File: src/rtl/mult_seq_ctrl.sv
// Control FSM for a shift-add multiplier. It runs WIDTH evaluate/shift iterations per Run request.
// In signed mode the final iteration subtracts the multiplicand.
module mult_seq_ctrl #(
    parameter int unsigned WIDTH = 8,
    parameter int unsigned CW    = ($clog2(WIDTH) < 1) ? 1 : $clog2(WIDTH)
) (
    input  logic          Clk,
    input  logic          Reset,
    input  logic          Run,
    input  logic          ClearA_LoadB,
    input  logic          Signed_Mode,
    input  logic          B_lsb,
    output logic          Clr_Ld,
    output logic          Shift,
    output logic          Add,
    output logic          Sub,
    output logic          Busy,
    output logic          Done,
    output logic [CW-1:0] Step
);

    localparam logic [1:0] S_IDLE  = 2'd0;
    localparam logic [1:0] S_EVAL  = 2'd1;
    localparam logic [1:0] S_SHIFT = 2'd2;
    localparam logic [1:0] S_HOLD  = 2'd3;

    localparam logic [CW-1:0] STEP_LAST = CW'(WIDTH - 1);

    logic [1:0]    state_q, state_d;
    logic [CW-1:0] step_q, step_d;
    logic          mode_q, mode_d;
    logic          last;

    always_ff @(posedge Clk) begin
        if (Reset) begin
            state_q <= S_IDLE;
            step_q  <= '0;
            mode_q  <= 1'b0;
        end else begin
            state_q <= state_d;
            step_q  <= step_d;
            mode_q  <= mode_d;
        end
    end

    assign last = (step_q == STEP_LAST);

    // Next state and datapath strobes; Add/Sub are Mealy on the multiplier LSB.
    always_comb begin
        state_d = state_q;
        step_d  = step_q;
        mode_d  = mode_q;
        Clr_Ld  = 1'b0;
        Shift   = 1'b0;
        Add     = 1'b0;
        Sub     = 1'b0;
        case (state_q)
            S_IDLE: begin
                step_d = '0;
                if (Run) begin
                    state_d = S_EVAL;
                    mode_d  = Signed_Mode;
                end else begin
                    Clr_Ld = ClearA_LoadB;
                end
            end
            S_EVAL: begin
                Add     = B_lsb & ~(last & mode_q);
                Sub     = B_lsb & last & mode_q;
                state_d = S_SHIFT;
            end
            S_SHIFT: begin
                Shift = 1'b1;
                if (last) begin
                    state_d = S_HOLD;
                    step_d  = '0;
                end else begin
                    state_d = S_EVAL;
                    step_d  = step_q + CW'(1);
                end
            end
            S_HOLD: begin
                // Holding until Run drops gives exactly one multiply per Run assertion.
                if (!Run) begin
                    state_d = S_IDLE;
                end
            end
            default: begin
                state_d = S_IDLE;
                step_d  = '0;
            end
        endcase
    end

    assign Busy = (state_q == S_EVAL) || (state_q == S_SHIFT);
    assign Done = (state_q == S_HOLD);
    assign Step = step_q;

endmodule

File: config.mk
export PLATFORM = sky130hd
export DESIGN_NAME = mult_seq_ctrl
export DESIGN_NICKNAME = d
export VERILOG_FILES = /design/src/rtl/mult_seq_ctrl.sv
export SDC_FILE = /design/constraint.sdc
export NUM_CORES = 1
export LEC_CHECK = 0
export ABC_AREA = 1
export CORE_MARGIN = 2
export CORE_UTILIZATION = 25
export CTS_CLUSTER_SIZE = 12
export DETAILED_ROUTE_END_ITERATION = 10
export GPL_TIMING_DRIVEN = 0
export PLACE_DENSITY = 0.64
export REMOVE_ABC_BUFFERS = 1
export SLEW_MARGIN = 0
export SYNTH_ARGS = -nofsm -noshare
export SYNTH_HDL_FRONTEND = slang
export SYNTH_SLANG_ARGS = --single-unit
File: constraint.sdc
create_clock -name Clk -period 1.1 [get_ports Clk]
set_input_delay 0.22 -clock Clk [delete_from_list [all_inputs] [get_ports Clk]]
set_output_delay 0.22 -clock Clk [all_outputs]
set_load 0.03 [all_outputs]
After elaboration in Yosys (flattened, before gate mapping)
Cells that the tools add are included.
{ "word_totals": {"rom_bits": 0, "in_bits": 6, "ramBits": 0, "wordCells": 31, "out_inout_bits": 9, "latch_bits": 0, "mem_count": 0, "regBits": 6} }
{ "classes": {"eq_ne": 6, "shift": 0, "n_mul": 0, "bitwise_logic": 5, "muxes": 11, "add_sub_neg": 1, "magnitude_cmp": 0, "reduce_logical": 5, "n_div": 0} }
{ "op_table": {"columns": ["op", "count"], "rows": [
  ["case mux 2 bit (4 select lines)", 1],
  ["two-way mux 2 bit", 3],
  ["case mux 3 bit (2 select lines)", 1],
  ["two-way mux 1 bit", 5],
  ["AND 1 bit", 4],
  ["equality test 2 bit, second input constant", 2],
  ["!= test 2 bit, second input constant", 2],
  ["AND reduction 2 bit", 2],
  ["adder 3 x 1 -> 3 bit, second input constant", 1],
  ["equality test 3 bit, second input constant", 1],
  ["two-way mux 3 bit", 1],
  ["equality test 2 x 1 -> 1 bit, second input constant", 1],
  ["logical NOT 2 bit", 1],
  ["nonzero test 2 bit", 1],
  ["logical OR 1 bit", 1],
  ["inverter 1 bit", 1]
]} }

Logic depth before layout (Yosys ltp)
{ "depth": {"word_depth": 5, "ltp_mapped": 8, "mapped_depth_nobuf": 8} }

Worst setup path after synthesis
Ideal clock, no wire load.
{ "synth_path": {"kind": "reg2out", "start": "reg step_q[0], in the netlist Step[0]", "end": "out Sub", "n_path_buf": 0, "stages_incl_launch_ff": 5, "path_slack_ns": -0.504, "t_arrival_ns": 1.384, "t_required_ns": 0.880, "cell_sequence": "dfxtp_1 > ha_1 > ha_1 > nand2_1 > nor2_1"} }
{ "synth_between": {"elab_chain_len": 4} }
{ "synth_lines": {"columns": ["item", "line_no", "source"], "rows": [
  ["start, declared", "30", "logic [CW-1:0] step_q, step_d;"],
  ["start signal, assigned", "41", "step_q <= step_d;"],
  ["equality test 3 bit", "46", "assign last = (step_q == STEP_LAST);"],
  ["AND 1 bit (2 in series)", "69", "Sub = B_lsb & last & mode_q;"],
  ["two-way mux 1 bit", "57", "case (state_q)"],
  ["end, declared", "16", "output logic Sub,"]
]} }
Every way passes these cells.

Final worst setup path
{ "layout_path": {"start": "reg step_q[0], in the netlist Step[0]", "end": "out Add"} }
{ "layout_between": {"elab_chain_len": 5} }
{ "layout_lines": {"columns": ["item", "line_no", "source"], "rows": [
  ["equality test 3 bit", "46", null],
  ["AND 1 bit", "68", "Add = B_lsb & ~(last & mode_q);"],
  ["inverter 1 bit", "68", null],
  ["AND 1 bit", "68", null],
  ["two-way mux 1 bit", "57", null],
  ["end, declared", "15", "output logic Add,"]
]} }
Every way passes these cells.

==> run_results.csv <==
group,metric,value,unit
sta,clock.fmax,715,MHz
setup_path,worst-path-max-fanout,3,
sta,period_share,1.27,
placed_design,gp_congestion,0.768,
power_and_ir_drop,ir_drop,0.000726,V
routing,drc,0,
outcome,status,"complete, but fails checks",
clocking,htree_levels,1,
clocking,path_clk_slew,0.05,ns
setup_path,critPathKind,"reg2out",
floorplanning,dieWidth,42.0,um
synthesis,ys_top_cells_by_count,"nand2_1 (15), nor2_1 (7)",
layout,multi_input_area,310,um^2
layout,syn_to_final_growth,113,%
synthesis,ys_seq_area_frac,0.332,
routing,avgRoutedWirePerCell,12.2,um
sta,finalSetupTns,-1.99,ns
global_route,grt_pass1_wl,1690,um
clocking,cts_tree,"built",
sta,worstMarginPinSlew,0.272,ns
placed_design,portBuffers,14,
synthesis,synthArstFlopShare,0,
floorplanning,num_io_pins,15,
setup_path,r2r_cells,7,
sta,slew_viol_final,0,
routing,firstDrtPassIters,4,
floorplanning,die_y,42.0,um
worst_hold_path,hold_path_depth,2,
clocking,cts_inserted_buffers,3,
routing,vias,438,
worst_hold_path,hp-class,"reg2reg",
synthesis,syn_inst,52,
clocking,ctsRootBufferMaster,"clkbuf_4",
sta,finalHoldViolCount,0,
layout,final-seq-area,134,um^2
run,max_cap_viol_count,0,
setup_path,worstPathCellList,"ha_4 -> ha_4 -> a21oi_2 -> buf_6",
sta,skew,0.000489,ns
layout,fillCellCount,112,
global_route,grt-ovfl-total,0,
sta,setup_viol,11,
layout,drive_above_1_share,0.563,
floorplanning,rows,13,
setup_path,cp_slowest_cell,"dfxtp_4",
power_and_ir_drop,power.net_switching,0.422,mW
layout,antenna_cells,0,
synthesis,postSynthAreaPerCell,6.95,um^2
synthesis,synth.distinct_cells,10,
synthesis,syn-cell-area,362,um^2
setup_path,endpoint_kind,"primary output",
synthesis,ys.flop_type,"dfxtp_1",
power_and_ir_drop,swShare,0.387,
power_and_ir_drop,internal_power,0.669,mW
clocking,clockBufferDepth,2,
setup_path,rr_endpoint,"state_q[0]$_SDFFE_PP0P_",
synthesis,ys_seq_elements,6,
sta,setup_ws,-0.299,ns
power_and_ir_drop,clkPwrFrac,0.202,
synthesis,yosysTopAreaCell,"dfxtp_1",
power_and_ir_drop,comb_power_share,0.535,
clocking,clock_sinks,6,
routing,drt-total-wl,1160,um
global_route,antenna_found_initial,0,
synthesis,synth_warnings,0,
floorplanning,core_region_area,1330,um^2
sta,min_period,1.40,ns
worst_hold_path,holdCritStartpoint,"Step[2]$_SDFFE_PP0P_",
power_and_ir_drop,p_leak,0.337,nW
synthesis,yosys-top-cells-area,"dfxtp_1 (33%), ha_1 (21%), nand2_1 (16%)",
routing,ant_nets,0,
global_route,grt_pass1_vias,416,
setup_path,required,0.88,ns
setup_path,r2r-start,"state_q[0]$_SDFFE_PP0P_",
placed_design,dp_hpwl,616,um
synthesis,yosys.cell_count.top_type,"nand2_1",
setup_path,r2r_slack,-0.16,ns
synthesis,synth_edf_count,0,
layout,nets,94,
routing,via_per_inst,4.61,
global_route,grt_usage,0.124,
power_and_ir_drop,power_per_cell_area,1410,nW/um^2
sta,rsz0062_at_grt,"true",
routing,first_iter_violations,4,
setup_path,critPathArrivalTime,1.18,ns
clocking,insertion_delay,0.25,ns
floorplanning,start_util,0.271,
global_route,grt_max_degree,6,
synthesis,netlist.area_leader.share,0.332,
layout,utilization,0.578,
outcome,violations,"negative setup slack",
setup_path,crit_top_cell,"ha_4",
setup_path,critical-path-max-stage-delay,0.35,ns
floorplanning,die-area,1770,um^2
worst_hold_path,hold_path_end,"Step[2]$_SDFFE_PP0P_",
sta,slew_headroom,0.818,
setup_path,start_kind,"flop",
power_and_ir_drop,p_seq_frac,0.263,
==> critical path: cells and delay by family (launching register included) <==
kind / cells / cell delay, ns
fa+ha+maj: 2 / 0.32
compound gates: 1 / 0.12
buf+inv: 1 / 0.14
flops: 1 / 0.35
==> cells by family after synthesis <==
group | Yosys count | share of synthesized area
simple gates | 24 | 0.256
compound gates | 9 | 0.132
buf+inv | 7 | 0.0726
fa+ha+maj | 6 | 0.208
flops | 6 | 0.332
==> placed cells by master (no fill, tap or decap) <==
cell,netlist,final
nand2_1,15,12
buf_6,0,11
buf_4,0,7
nor2_1,7,5
ha_4,0,5
clkdlybuf4s50_1,0,5
a21oi_2,0,4
inv_1,6,4
clkbuf_4,0,4
dfxtp_4,0,3
nand2_2,0,3
dfxtp_2,0,2
inv_4,0,2
nand3_1,2,2
a21oi_1,6,2
inv_2,1,1
nor2_4,0,1
o21a_1,1,1
o21ai_0,2,1
o21ai_1,0,1
nor2_2,0,1
ha_1,6,1
dfxtp_1,6,1
buf_12,0,1
==> power groups by stage <==
stage	Clock, mW	Combinational, mW	Sequential (mW)
6_report	0.220	0.583	0.287
5_1_grt	0.228	0.627	0.289
4_1_cts	0.218	0.489	0.282
3_5_place_dp	0	0.334	0.272
3_3_place_gp	0	0.331	0.271
2_1_floorplan	0	0.211	0.279
==> timing repair <==
item	in CTS	in global routing
pin swaps	6	3
setup buffers	8	3
setup endpoints to repair	15	14
hold buffers	0	0
gates resized for setup	89	9
cloned	0	0
==> area by class of cell <==
type / count / area share
multi-input combinational: 39 / 0.403
sequential: 6 / 0.174
inverter: 7 / 0.0406
timing repair buffer: 25 / 0.330
clock buffer: 3 / 0.0292
tap: 15 / 0.0244
==> how the worst max path moves through the flow <==
stage,from,end,slack (ns),cells after the start
after global placement,Step[0]$_SDFFE_PP0P_,Add,-0.69,4
after floorplan,Step[0]$_SDFFE_PP0P_,Sub,-0.50,4
final,Step[0]$_SDFFE_PP0P_,Add,-0.30,4
after detailed placement,Step[0]$_SDFFE_PP0P_,Sub,-0.70,5
after CTS,Step[0]$_SDFFE_PP0P_,Add,-0.29,4
after global routing,Step[0]$_SDFFE_PP0P_,Add,-0.34,4
==> per-stage QoR <==
stage          setup WS, ns  hold slack, ns  std cells  instance area (um^2)  total power [mW]
2_1_floorplan        -0.504           0.289         52                   362             0.489
3_3_place_gp         -0.690           0.471         81                   520             0.602
3_5_place_dp         -0.702           0.486         81                   520             0.605
4_1_cts              -0.294           0.517         92                   702             0.989
5_1_grt              -0.344           0.515         95                   771              1.14
6_report             -0.299           0.493         95                   771              1.09
==> sequential cells by signal (all words and copies together), names as in the netlist <==
signal and count:
mode_q 1, state_q 2, Step 3
==> routing by layer <==
layer	vias up	global-route usage	routed length, um
met5	-	0	0
met4	0	0.0625	26
met3	5	0.0259	60
met2	11	0.203	589
met1	199	0.153	478
li1	223	-	-
(Power assumes the default switching activity.)
